==> src/rtl/alu_ctrl_pkg.sv <==
// Shared ALU control codes, funct encodings, mul/div op codes and sequencer states
// for the multicycle MIPS ALU control unit.
package alu_ctrl_pkg;

    localparam logic [3:0] CTRL_AND  = 4'b0000;
    localparam logic [3:0] CTRL_OR   = 4'b0001;
    localparam logic [3:0] CTRL_ADD  = 4'b0010;
    localparam logic [3:0] CTRL_XOR  = 4'b0011;
    localparam logic [3:0] CTRL_SUB  = 4'b0110;
    localparam logic [3:0] CTRL_SLT  = 4'b0111;
    localparam logic [3:0] CTRL_SLTU = 4'b1000;
    localparam logic [3:0] CTRL_NOR  = 4'b1001;
    localparam logic [3:0] CTRL_SLL  = 4'b1010;
    localparam logic [3:0] CTRL_SRL  = 4'b1011;
    localparam logic [3:0] CTRL_SRA  = 4'b1100;
    localparam logic [3:0] CTRL_MD   = 4'b1101;
    localparam logic [3:0] CTRL_NOP  = 4'b1111;

    localparam logic [5:0] FN_ADD   = 6'b100000;
    localparam logic [5:0] FN_ADDU  = 6'b100001;
    localparam logic [5:0] FN_SUB   = 6'b100010;
    localparam logic [5:0] FN_SUBU  = 6'b100011;
    localparam logic [5:0] FN_AND   = 6'b100100;
    localparam logic [5:0] FN_OR    = 6'b100101;
    localparam logic [5:0] FN_XOR   = 6'b100110;
    localparam logic [5:0] FN_NOR   = 6'b100111;
    localparam logic [5:0] FN_SLT   = 6'b101010;
    localparam logic [5:0] FN_SLTU  = 6'b101011;
    localparam logic [5:0] FN_SLL   = 6'b000000;
    localparam logic [5:0] FN_SRL   = 6'b000010;
    localparam logic [5:0] FN_SRA   = 6'b000011;
    localparam logic [5:0] FN_MULT  = 6'b011000;
    localparam logic [5:0] FN_MULTU = 6'b011001;
    localparam logic [5:0] FN_DIV   = 6'b011010;
    localparam logic [5:0] FN_DIVU  = 6'b011011;

    localparam logic [1:0] ALUOP_ADD   = 2'b00;
    localparam logic [1:0] ALUOP_SUB   = 2'b01;
    localparam logic [1:0] ALUOP_RTYPE = 2'b10;
    localparam logic [1:0] ALUOP_SLT   = 2'b11;

    localparam logic [1:0] MD_MULT  = 2'b00;
    localparam logic [1:0] MD_MULTU = 2'b01;
    localparam logic [1:0] MD_DIV   = 2'b10;
    localparam logic [1:0] MD_DIVU  = 2'b11;

    typedef enum logic [1:0] {
        IDLE,
        MD_INIT,
        MD_RUN,
        MD_DONE
    } state_t;

endpackage

==> src/rtl/alu_funct_decode.sv <==
// Combinational decode of ALUOp + funct into an ALU control code, a mul/div flag,
// the mul/div op and an illegal flag.
module alu_funct_decode
    import alu_ctrl_pkg::*;
#(
    parameter int ALUOP_W = 2,
    parameter int CTRL_W  = 4
) (
    input  logic [ALUOP_W-1:0] alu_op,
    input  logic [5:0]         funct,
    output logic [CTRL_W-1:0]  code,
    output logic               is_md,
    output logic               illegal,
    output logic [1:0]         md_op
);

    logic [3:0] fn_code;
    logic       fn_md;
    logic [3:0] code4;

    always_comb begin
        fn_code = CTRL_NOP;
        fn_md   = 1'b0;
        md_op   = MD_MULT;
        case (funct)
            FN_ADD, FN_ADDU: fn_code = CTRL_ADD;
            FN_SUB, FN_SUBU: fn_code = CTRL_SUB;
            FN_AND:          fn_code = CTRL_AND;
            FN_OR:           fn_code = CTRL_OR;
            FN_XOR:          fn_code = CTRL_XOR;
            FN_NOR:          fn_code = CTRL_NOR;
            FN_SLT:          fn_code = CTRL_SLT;
            FN_SLTU:         fn_code = CTRL_SLTU;
            FN_SLL:          fn_code = CTRL_SLL;
            FN_SRL:          fn_code = CTRL_SRL;
            FN_SRA:          fn_code = CTRL_SRA;
            FN_MULT:  begin fn_code = CTRL_MD; fn_md = 1'b1; md_op = MD_MULT;  end
            FN_MULTU: begin fn_code = CTRL_MD; fn_md = 1'b1; md_op = MD_MULTU; end
            FN_DIV:   begin fn_code = CTRL_MD; fn_md = 1'b1; md_op = MD_DIV;   end
            FN_DIVU:  begin fn_code = CTRL_MD; fn_md = 1'b1; md_op = MD_DIVU;  end
            default:         fn_code = CTRL_NOP;
        endcase
    end

    // ALUOp codes beyond the four defined ones fall through to NOP and are flagged illegal.
    always_comb begin
        code4 = CTRL_NOP;
        is_md = 1'b0;
        case (alu_op)
            ALUOP_W'(ALUOP_ADD):   code4 = CTRL_ADD;
            ALUOP_W'(ALUOP_SUB):   code4 = CTRL_SUB;
            ALUOP_W'(ALUOP_SLT):   code4 = CTRL_SLT;
            ALUOP_W'(ALUOP_RTYPE): begin
                code4 = fn_code;
                is_md = fn_md;
            end
            default:               code4 = CTRL_NOP;
        endcase
    end

    assign illegal = (code4 == CTRL_NOP);
    assign code    = CTRL_W'(code4);

endmodule

==> src/rtl/alu_ctrl_seq.sv <==
// Registered ALU control unit with an iterative mult/div sequencer.
// Define MD_EARLY_TERM_EN to let md_early_i end the mult/div run early.
module alu_ctrl_seq
    import alu_ctrl_pkg::*;
#(
    parameter int ALUOP_W = 2,
    parameter int CTRL_W  = 4,
    parameter int MD_ITER = 32
) (
    input  logic               clk,
    input  logic               rst_n,
    input  logic               valid_i,
    output logic               ready_o,
    input  logic [ALUOP_W-1:0] alu_op_i,
    input  logic [5:0]         funct_i,
    input  logic               flush_i,
    input  logic               md_early_i,
    output logic [CTRL_W-1:0]  alu_ctrl_o,
    output logic               ctrl_valid_o,
    output logic               illegal_o,
    output logic [1:0]         md_op_o,
    output logic               md_init_o,
    output logic               md_step_o,
    output logic               md_done_o,
    output logic               hilo_we_o,
    output logic               md_busy_o
);

    localparam int               CNT_W    = $clog2(MD_ITER + 1);
    localparam logic [CNT_W-1:0] CNT_LAST = CNT_W'(MD_ITER - 1);

    state_t             state, state_nxt;
    logic [CNT_W-1:0]   cnt, cnt_nxt;
    logic [CTRL_W-1:0]  dec_code, ctrl_nxt;
    logic               dec_md, dec_illegal;
    logic [1:0]         dec_md_op, md_op_nxt;
    logic               ctrl_valid_nxt, illegal_nxt, init_nxt, step_nxt, done_nxt;
    logic               last_step;

    alu_funct_decode #(
        .ALUOP_W (ALUOP_W),
        .CTRL_W  (CTRL_W)
    ) u_decode (
        .alu_op  (alu_op_i),
        .funct   (funct_i),
        .code    (dec_code),
        .is_md   (dec_md),
        .illegal (dec_illegal),
        .md_op   (dec_md_op)
    );

`ifdef MD_EARLY_TERM_EN
    assign last_step = (cnt == CNT_LAST) || md_early_i;
`else
    logic unused_md_early;
    assign unused_md_early = md_early_i;
    assign last_step       = (cnt == CNT_LAST);
`endif

    always_comb begin
        state_nxt      = state;
        cnt_nxt        = cnt;
        ctrl_nxt       = alu_ctrl_o;
        md_op_nxt      = md_op_o;
        ctrl_valid_nxt = 1'b0;
        illegal_nxt    = 1'b0;
        init_nxt       = 1'b0;
        step_nxt       = 1'b0;
        done_nxt       = 1'b0;
        if (flush_i) begin
            state_nxt = IDLE;
            cnt_nxt   = '0;
        end else begin
            case (state)
                IDLE: begin
                    if (valid_i && ready_o) begin
                        ctrl_valid_nxt = 1'b1;
                        ctrl_nxt       = dec_code;
                        illegal_nxt    = dec_illegal;
                        if (dec_md) begin
                            md_op_nxt = dec_md_op;
                            init_nxt  = 1'b1;
                            state_nxt = MD_INIT;
                        end
                    end
                end
                MD_INIT: begin
                    cnt_nxt   = '0;
                    step_nxt  = 1'b1;
                    state_nxt = MD_RUN;
                end
                MD_RUN: begin
                    cnt_nxt = cnt + CNT_W'(1);
                    if (last_step) begin
                        done_nxt  = 1'b1;
                        state_nxt = MD_DONE;
                    end else begin
                        step_nxt = 1'b1;
                    end
                end
                MD_DONE: state_nxt = IDLE;
                default: state_nxt = IDLE;
            endcase
        end
    end

    // Outputs are registered from next-state values so they line up with the state they describe.
    always_ff @(posedge clk or negedge rst_n) begin
        if (!rst_n) begin
            state        <= IDLE;
            cnt          <= '0;
            alu_ctrl_o   <= CTRL_W'(CTRL_NOP);
            ctrl_valid_o <= 1'b0;
            illegal_o    <= 1'b0;
            md_op_o      <= 2'b00;
            md_init_o    <= 1'b0;
            md_step_o    <= 1'b0;
            md_done_o    <= 1'b0;
            hilo_we_o    <= 1'b0;
            md_busy_o    <= 1'b0;
            ready_o      <= 1'b1;
        end else begin
            state        <= state_nxt;
            cnt          <= cnt_nxt;
            alu_ctrl_o   <= ctrl_nxt;
            ctrl_valid_o <= ctrl_valid_nxt;
            illegal_o    <= illegal_nxt;
            md_op_o      <= md_op_nxt;
            md_init_o    <= init_nxt;
            md_step_o    <= step_nxt;
            md_done_o    <= done_nxt;
            hilo_we_o    <= done_nxt;
            md_busy_o    <= (state_nxt != IDLE);
            ready_o      <= (state_nxt == IDLE);
        end
    end

endmodule

==> config.mk <==
export PLATFORM = sky130hd
export DESIGN_NAME = alu_ctrl_seq
export DESIGN_NICKNAME = d
export VERILOG_FILES = /design/src/rtl/alu_ctrl_pkg.sv /design/src/rtl/alu_funct_decode.sv /design/src/rtl/alu_ctrl_seq.sv
export SDC_FILE = /design/constraint.sdc
export NUM_CORES = 1
export LEC_CHECK = 0
export ABC_AREA = 1
export BUFFER_PORTS_ARGS = -buffer_cell sky130_fd_sc_hd__buf_4
export CORE_AREA = 3 3 56 58
export CTS_CLUSTER_DIAMETER = 30
export DETAILED_ROUTE_END_ITERATION = 6
export DIE_AREA = 0 0 59 61
export PLACE_DENSITY_LB_ADDON = 0.25
export SLEW_MARGIN = 20
export SYNTH_ARGS = -nofsm -noshare
export SYNTH_HDL_FRONTEND = slang
export SYNTH_SLANG_ARGS = --single-unit
==> constraint.sdc <==
create_clock -name clk -period 1.7 [get_ports clk]
set_input_delay 0 -clock clk [delete_from_list [all_inputs] [get_ports clk]]
set_output_delay 0 -clock clk [all_outputs]
set_load 0.02 [all_outputs]
==> impl_summary.txt, run 1 <==
----------------------------------------------------
[Timing]
  Min cycle time layout ... about 1.4 ns
  Hold Fails Final Rpt ... 0
  Slew at the pin with the worst max-slew slack ... approximately 0.29 ns
  Slack of the critical path ... ~0.26 ns
  RSZ-0062 raised after global routing ... no
  Final cycle utilization of the critical path ... 84.43%
  Setup total negative slack ... 0 ns
  Final Setup Violations ... 0
  Setup Skew ... around 0.0074 ns
  Fin Hold WS ... about 0.016 ns
  Worst slew margin relative to its limit ... about four fifths
  Maximum achievable frequency ... 0.6967 GHz
  Final Slew Violations ... 0

[Synthesis]
  Mapped Area ... between 1000 and 1500 sq um
  Synthesis-stage register bit count ... 21
  Count of cell types in the netlist ... 24
  Syn_area_per_cell ... around 7.8 sq um
  Register area share after synthesis ... a little under half
  Synth Net Count ... about 170
  Mapped Cells ... 150
  Count of synthesis-stage warnings from yosys ... 0

[Clocking]
  Number of clock buffers inserted by TritonCTS ... 3
  Clock H-tree levels ... 1
  Cts repair resizes ... 0
  Clock latency of the later-clocked register in the worst-skew pair ... ~0.30 ns
  Clock tree from TritonCTS ... built
  Longest Clk Path Bufs ... 2
  Clock sink count ... 21
  Clock slew at the register clock pins of the worst setup and hold paths ... about 0.11 ns
  Clock root cell ... sky130_fd_sc_hd__clkbuf_4

[Worst hold path]
  Tightest Hold Check Type ... in2reg
  Terminating pin of the worst hold path ... md_op_o[1]
  Min-Delay Path Depth ... 3
  Launch instance of the worst min-delay path ... funct_i[1]

[Placed design]
  Dpl hpwl ... roughly 2.0 mm
  Weighted congestion at the end of routability-driven global placement ... 0.8378
  Worst setup slack before clock tree synthesis ... 0.2753 ns
  IO Port Bufs ... 25

[Die]
  Effective utilization at floorplan ... 43.31%
  Floorplan die height ... roughly 61 um
  Number of rows in the core area ... 19
  I/O pin count ... 27
  Width of the die ... slightly below 60 um
  Placeable core region ... between 2000 and 3000 sq um
  Die Footprint ... around 3600 sq um

[Setup path]
  Maximum fanout encountered on the critical timing path ... 4
  Kind of critical path ... reg2reg
  R2R Path Start ... state[0]
  Data arrival time at the worst-slack endpoint ... ~1.6 ns
  Startpoint types ... register
  Top Family by Delay on Critical Path ... buffers and inverters
  Crit Reg-Reg Endpoint ... md_busy_o
  Worst path cell trace ... inv_1 > ha_1 > inv_1 > nor2_2 > inv_1 > o22ai_1 > nand2_1 > inv_1 > nor2_1 > inv_1
  Crit path top cell by count ... sky130_fd_sc_hd__inv_1
  Reg-to-reg setup timing slack ... about 0.26 ns
  Maximum single-stage delay on the critical path ... a little under 0.4 ns
  Worst reg2reg path depth ... 10
  Cell with the largest stage delay on the worst path ... sky130_fd_sc_hd__dfrtp_1
  CP bufs+invs ... 5
  Nature of the critical path endpoint ... register
  Worst Path Required ... between 1.5 and 2 ns

[Route]
  Via/cell ratio ... 5.047
  Number of iterations in the first detailed-routing pass ... 4
  Final routed wirelength across all metal layers ... about 2.5 mm
  DRC violation total after the first TritonRoute iteration ... 40
  DR vias ... between 1000 and 1500
  Avg WL per Cell ... 11.58 um
  Antenna-violating nets left ... 0
  # DRC ... 0

[Run status]
  Run status ... finished, final reports clean

[Global route]
  Number of antenna violations at the first check in global routing ... 0
  Met1 track demand over resource in global routing ... between 10% and 20%
  First-pass GRT wire length ... 4.057 mm
  GR Util met3 ... 1.277%
  Via count of the first global-routing pass ... 1032
  Most Used Layer, Global Route ... met2
  Global Route met2 Usage ... between 20 and 30%
  Overall overflow remaining after global route ... 0
  Largest net degree at the start of global routing ... 22
  All-layer global routing usage ... 14.66%

[Cells and area]
  Fraction of layout instances using a drive strength above 1 ... about a quarter
  Total inserted antenna cells ... 0
  Area added between synthesis and finish ... 24.95%
  Fillcell total ... between 200 and 300
  Post-layout utilization of the core ... 54.11%
  Layout Nets ... 202

[Power]
  Power density of the placed cells ... just over 1000 nW/um^2
  Tot Pwr ... approximately 1.5 mW
  Maximum VDD drop ... about 0.00053 V
  LEAKAGE ... roughly 0.78 nW

[Run]
  Max-Cap Viols ... 0

----------------------------------------------------
## final cells by class
cell class                      instances  area [sq um]  area share, %
Timing Repair Buffer                   30         235.2          16.04
Inverter                               25         93.84          6.399
Sequential cell                        21         531.8          36.26
Tap cell                               31         38.79          2.645
Multi-Input combinational cell        103         540.5          36.86
Clock buffer                            4         26.28          1.792
## synth_stat cells (all sizes together)
| cell | count | share of area, % |
|---|---|---|
| a21oi | 5 | 2.1 |
| a31oi | 1 | 0.53 |
| a32o | 1 | 0.85 |
| buf | 1 | 0.64 |
| dfrtp | 16 | 34 |
| dfstp | 5 | 11 |
| ha | 5 | 5.3 |
| inv | 25 | 8.0 |
| nand2 | 29 | 9.5 |
| nand3 | 18 | 8.1 |
| nand3b | 2 | 2.3 |
| nand4 | 2 | 1.1 |
| nor2 | 27 | 10 |
| nor3 | 1 | 0.43 |
| o21ai | 10 | 4.6 |
| o22ai | 2 | 1.1 |
## routing by layer
layer / vias to the layer above / part of all wire, %
met5: - / 0
met4: 0 / 1.4
met3: 4 / 2.6
met2: 19 / 54
met1: 510 / 42
li1: 547 / -
## worst max-delay path by stage
stage               startpoint         to  slack [ns]  cells after the start
floorplan             state[0]  md_busy_o        0.34                     10
global placement      state[0]  md_busy_o        0.31                     10
detailed placement    state[0]  md_busy_o        0.28                     10
CTS                   state[0]  md_busy_o        0.25                     10
global route          state[0]  md_busy_o        0.11                     10
finish                state[0]  md_busy_o        0.26                     10
## registers in the layout, indices dropped and copies added, names as in the netlist
name and count:
md_init_o 1, ctrl_valid_o 1, md_op_o 2, alu_ctrl_o 4
state 2, ready_o 1, illegal_o 1, cnt 6
md_step_o 1, hilo_we_o 1, md_busy_o 1
## report_power, final
| group | switching [mW] | total (mW) | internal [mW] | leakage [nW] |
|---|---|---|---|---|
| Combinational | 0.360 | 0.593 | 0.234 | 0.491 |
| Sequential | 0.0545 | 0.685 | 0.631 | 0.272 |
| Clock | 0.145 | 0.236 | 0.0914 | 0.0150 |
| Total | 0.559 | 1.51 | 0.956 | 0.778 |
## cells in the final DEF, fill, tap and decap left out, types with 4 or more instances in the layout
cell	instances
sky130_fd_sc_hd__a21oi_1	5
sky130_fd_sc_hd__nand3_1	17
sky130_fd_sc_hd__inv_1	23
sky130_fd_sc_hd__nor2_1	22
sky130_fd_sc_hd__dlygate4sd3_1	4
sky130_fd_sc_hd__buf_4	26
sky130_fd_sc_hd__nor2_2	4
sky130_fd_sc_hd__ha_1	5
sky130_fd_sc_hd__o21ai_1	4
sky130_fd_sc_hd__nand2_1	28
sky130_fd_sc_hd__dfstp_2	5
sky130_fd_sc_hd__o21ai_0	5
sky130_fd_sc_hd__dfrtp_1	16
## worst register-to-register path: stages (launching register included)
cell and delay, ns:
sky130_fd_sc_hd__dfrtp_1 0.39, sky130_fd_sc_hd__inv_1 0.09, sky130_fd_sc_hd__ha_1 0.23, sky130_fd_sc_hd__inv_1 0.13, sky130_fd_sc_hd__nor2_2 0.05, sky130_fd_sc_hd__inv_1 0.08, sky130_fd_sc_hd__o22ai_1 0.08, sky130_fd_sc_hd__nand2_1 0.06
sky130_fd_sc_hd__inv_1 0.05, sky130_fd_sc_hd__nor2_1 0.11, sky130_fd_sc_hd__inv_1 0.06
## per-stage QoR
| step | area [sq um] | instances |
|---|---|---|
| floorplan | 1174 | 150 |
| global placement | 1400 | 206 |
| detailed placement | 1400 | 206 |
| CTS | 1466 | 214 |
| global route | 1466 | 214 |
| finish | 1466 | 214 |
## repair_timing
action | in CTS | in global routing
buffers inserted | 0 | 0
hold endpoints to repair | 25 | 0
hold buffers | 4 | 0
## cell families (layout without fill, tap and decap cells)
logic type / Yosys count / count (layout) / synth area share, %
simple gates: 79 / 79 / 31.56
buf+inv: 26 / 59 / 8.636
compound gates: 19 / 19 / 9.168
flops: 21 / 21 / 45.31
fa+ha+maj: 5 / 5 / 5.330
Note: power is estimated with default switching activity, not from simulation.
==> run 2: changes to the inputs <==
- clock period: 1.7 -> 1.5 ns (I/O delays scaled with it)
==> run 2 against run 1 <==
Against the previous run: cell count is 2.8% higher; critical path depth stayed put; routed wire length is 2.4% higher; sequential share of layout area is 1.6 points lower; die area stayed put; cell area is 4.5% higher; power is 20% higher; combinational power is 30% higher.
==> impl_summary.txt, run 2 (same netlist as run 1, synthesis figures left out) <==
----------------------------------------------------
[Run status]
  Run status ... finished, final reports clean

[Setup path]
  Worst Path Required ... 1.74 ns (-0.17 ns)
  Cell with the largest stage delay on the worst path ... sky130_fd_sc_hd__dfrtp_1
  Crit path top cell by count ... sky130_fd_sc_hd__inv_1
  Worst reg2reg path depth ... 10 (unchanged)
  Startpoint types ... register
  Maximum fanout encountered on the critical timing path ... 4 (unchanged)
  Worst path cell trace ... inv_2 > ha_4 > inv_1 > nor2_2 > inv_1 > o22ai_2 > nand2_1 > inv_1 > nor2_2 > inv_1
  Data arrival time at the worst-slack endpoint ... 1.62 ns (-0.02 ns)
  Kind of critical path ... reg2reg
  Nature of the critical path endpoint ... register
  Maximum single-stage delay on the critical path ... 0.43 ns (+0.04 ns)

[Timing]
  Worst slew margin relative to its limit ... 81.64% (+0.88 points)
  Slack of the critical path ... 0.1204 ns (-0.1443 ns)
  Min cycle time layout ... 1.380 ns (-0.05570 ns)
  Slew at the pin with the worst max-slew slack ... 0.2743 ns (-0.01312 ns)
  Setup total negative slack ... 0 ns (unchanged)
  Final Setup Violations ... 0 (unchanged)
  Setup Skew ... 0.002167 ns (-0.005219 ns)
  Hold Fails Final Rpt ... 0 (unchanged)
  Final cycle utilization of the critical path ... 91.97% (+7.5 points)
  RSZ-0062 raised after global routing ... no
  Maximum achievable frequency ... 0.7249 GHz (+4.0%)
  Final Slew Violations ... 0 (unchanged)

[Global route]
  Via count of the first global-routing pass ... 1001 (-3.0%)
  Overall overflow remaining after global route ... 0 (unchanged)
  Largest net degree at the start of global routing ... 22 (unchanged)
  All-layer global routing usage ... 14.55% (-0.12 points)
  First-pass GRT wire length ... 4.029 mm (-0.69%)
  Number of antenna violations at the first check in global routing ... 0 (unchanged)

[Cells and area]
  Commonest cells after routing, fill and taps aside ... 32 x sky130_fd_sc_hd__buf_4, 28 x sky130_fd_sc_hd__nand2_1, 22 x sky130_fd_sc_hd__inv_1
  Area added between synthesis and finish ... 30.60%
  Fillcell total ... 261 (-0.38%)
  Most frequent standard cell in the layout excluding fill and tap cells ... sky130_fd_sc_hd__buf_4
  Layout Nets ... 208 (+3.0%)
  Post-layout utilization of the core ... 56.56% (+2.4 points)
  Total inserted antenna cells ... 0 (unchanged)
  Flip-flop count of the largest register, all copies and words added ... 6 (unchanged)
  Top register by number of flip-flops ... cnt
  Fraction of layout instances using a drive strength above 1 ... 29.10% (+4.5 points)
  Leading registers by flop count ... cnt x6, alu_ctrl_o x4

[Placed design]
  IO Port Bufs ... 25 (unchanged)
  Dpl hpwl ... 1.941 mm (-2.5%)
  Worst setup slack before clock tree synthesis ... 0.06187 ns (-0.2134 ns)
  Weighted congestion at the end of routability-driven global placement ... 0.8383 (about the same)

[Power]
  Sequential power share ... 43.0% (-2.2 points)
  Switching part of the total ... 36.90% (about the same)
  Sw Pwr ... 0.6689 mW (+20%)
  Combinational share of power ... 42.4% (+3.2 points)
  Clock group share of total power ... 14.6% (-1.0 points)
  Power density of the placed cells ... 1183 nW/um^2 (+14%)
  LEAKAGE ... 0.8096 nW (+4.1%)
  Tot Pwr ... 1.813 mW (+20%)
  Cell Int Power ... 1.144 mW (+20%)
  Maximum VDD drop ... 0.0005789 V (+8.2%)

[Clocking]
  Clock latency of the later-clocked register in the worst-skew pair ... 0.29 ns (about the same)
  Clock sink count ... 21 (unchanged)
  Clock slew at the register clock pins of the worst setup and hold paths ... 0.11 ns (about the same)
  Clock tree from TritonCTS ... built
  Number of clock buffers inserted by TritonCTS ... 3 (unchanged)
  Clock H-tree levels ... 1 (unchanged)
  Longest Clk Path Bufs ... 2 (unchanged)
  Clock root cell ... sky130_fd_sc_hd__clkbuf_4

[Die]
  Effective utilization at floorplan ... 43.31% (unchanged)
  Floorplan die height ... 61 um (unchanged)
  I/O pin count ... 27 (unchanged)
  Die Footprint ... 3599 sq um (unchanged)
  Number of rows in the core area ... 19 (unchanged)
  Placeable core region ... 2710 sq um (unchanged)
  Width of the die ... 59 um (unchanged)

[Route]
  Number of iterations in the first detailed-routing pass ... 4 (unchanged)
  Avg WL per Cell ... 11.54 um (-0.37%)
  DRC violation total after the first TritonRoute iteration ... 38 (-5.0%)
  Antenna-violating nets left ... 0 (unchanged)
  Via/cell ratio ... 4.895 (-3.0%)
  DR vias ... 1077 (-0.28%)
  Final routed wirelength across all metal layers ... 2.538 mm (+2.4%)
  # DRC ... 0 (unchanged)

[Worst hold path]
  Min-Delay Path Depth ... 4 (+1)
  Tightest Hold Check Type ... in2reg

[Run]
  Max-Cap Viols ... 0 (unchanged)

----------------------------------------------------
==> run 2: final timing paths <==
check                         startpoint            end  slack [ns]
max                             state[0]      md_busy_o        0.12
min                          alu_op_i[0]  alu_ctrl_o[3]        0.02
max reg2reg                     state[0]      md_busy_o        0.12
min reg2reg                alu_ctrl_o[2]  alu_ctrl_o[2]        0.47
max in group asynchronous          rst_n  alu_ctrl_o[3]        1.12
min in group asynchronous          rst_n      hilo_we_o        0.11
==> run 2: metrics by stage <==
stage	instances	hold WS (ns)	area, sq um
after CTS	215	0.01559	1474
after floorplan	150	-0.2956	1174
after detailed placement	207	-0.1027	1408
final	220	0.01848	1533
after global routing	220	0.02250	1533
after global placement	207	-0.1080	1408
==> run 2: layout make-up <==
type                    count  area (sq um)  area share, %
clock buffers               4         26.28          1.714
inverters                  25         93.84          6.122
multi-input cells         103         561.8          36.65
flip-flops and latches     21         531.8          34.69
well taps                  31         38.79          2.531
repair buffers             36         280.3          18.29
==> run 2: power by group through the flow <==
stage                     clock [mW]  combinational, mW  sequential [mW]
after floorplan                    0              0.316            0.886
after global placement             0              0.662            0.783
after detailed placement           0              0.685            0.785
after CTS                      0.279              0.701            0.774
after global routing           0.307              0.849            0.793
final                          0.265              0.768            0.779
==> run 2: repair_timing <==
| action | CTS | global route |
|---|---|---|
| gates resized for setup | 0 | 5 |
| endpoints found under the hold margin | 25 | 0 |
| buffers inserted | 0 | 5 |
| endpoints found under the setup margin | 0 | 4 |
| hold buffers | 4 | 0 |
==> run 2: critical path, delay by kind of cell (launching register included) <==
family	cells	cell delay [ns]
buf+inv	5	0.42
flops	1	0.43
simple gates	3	0.21
fa+ha+maj	1	0.15
compound gates	1	0.11
==> run 2: per-layer routing <==
| layer | vias to the layer above | share of wire (%) | global-route usage (%) |
|---|---|---|---|
| met4 | 0 | 1.5 | 4.854 |
| met5 | - | 0 | 0 |
| met3 | 4 | 2.3 | 1.915 |
| met1 | 497 | 40 | 15.69 |
| li1 | 556 | - | - |
| met2 | 20 | 56 | 28.86 |
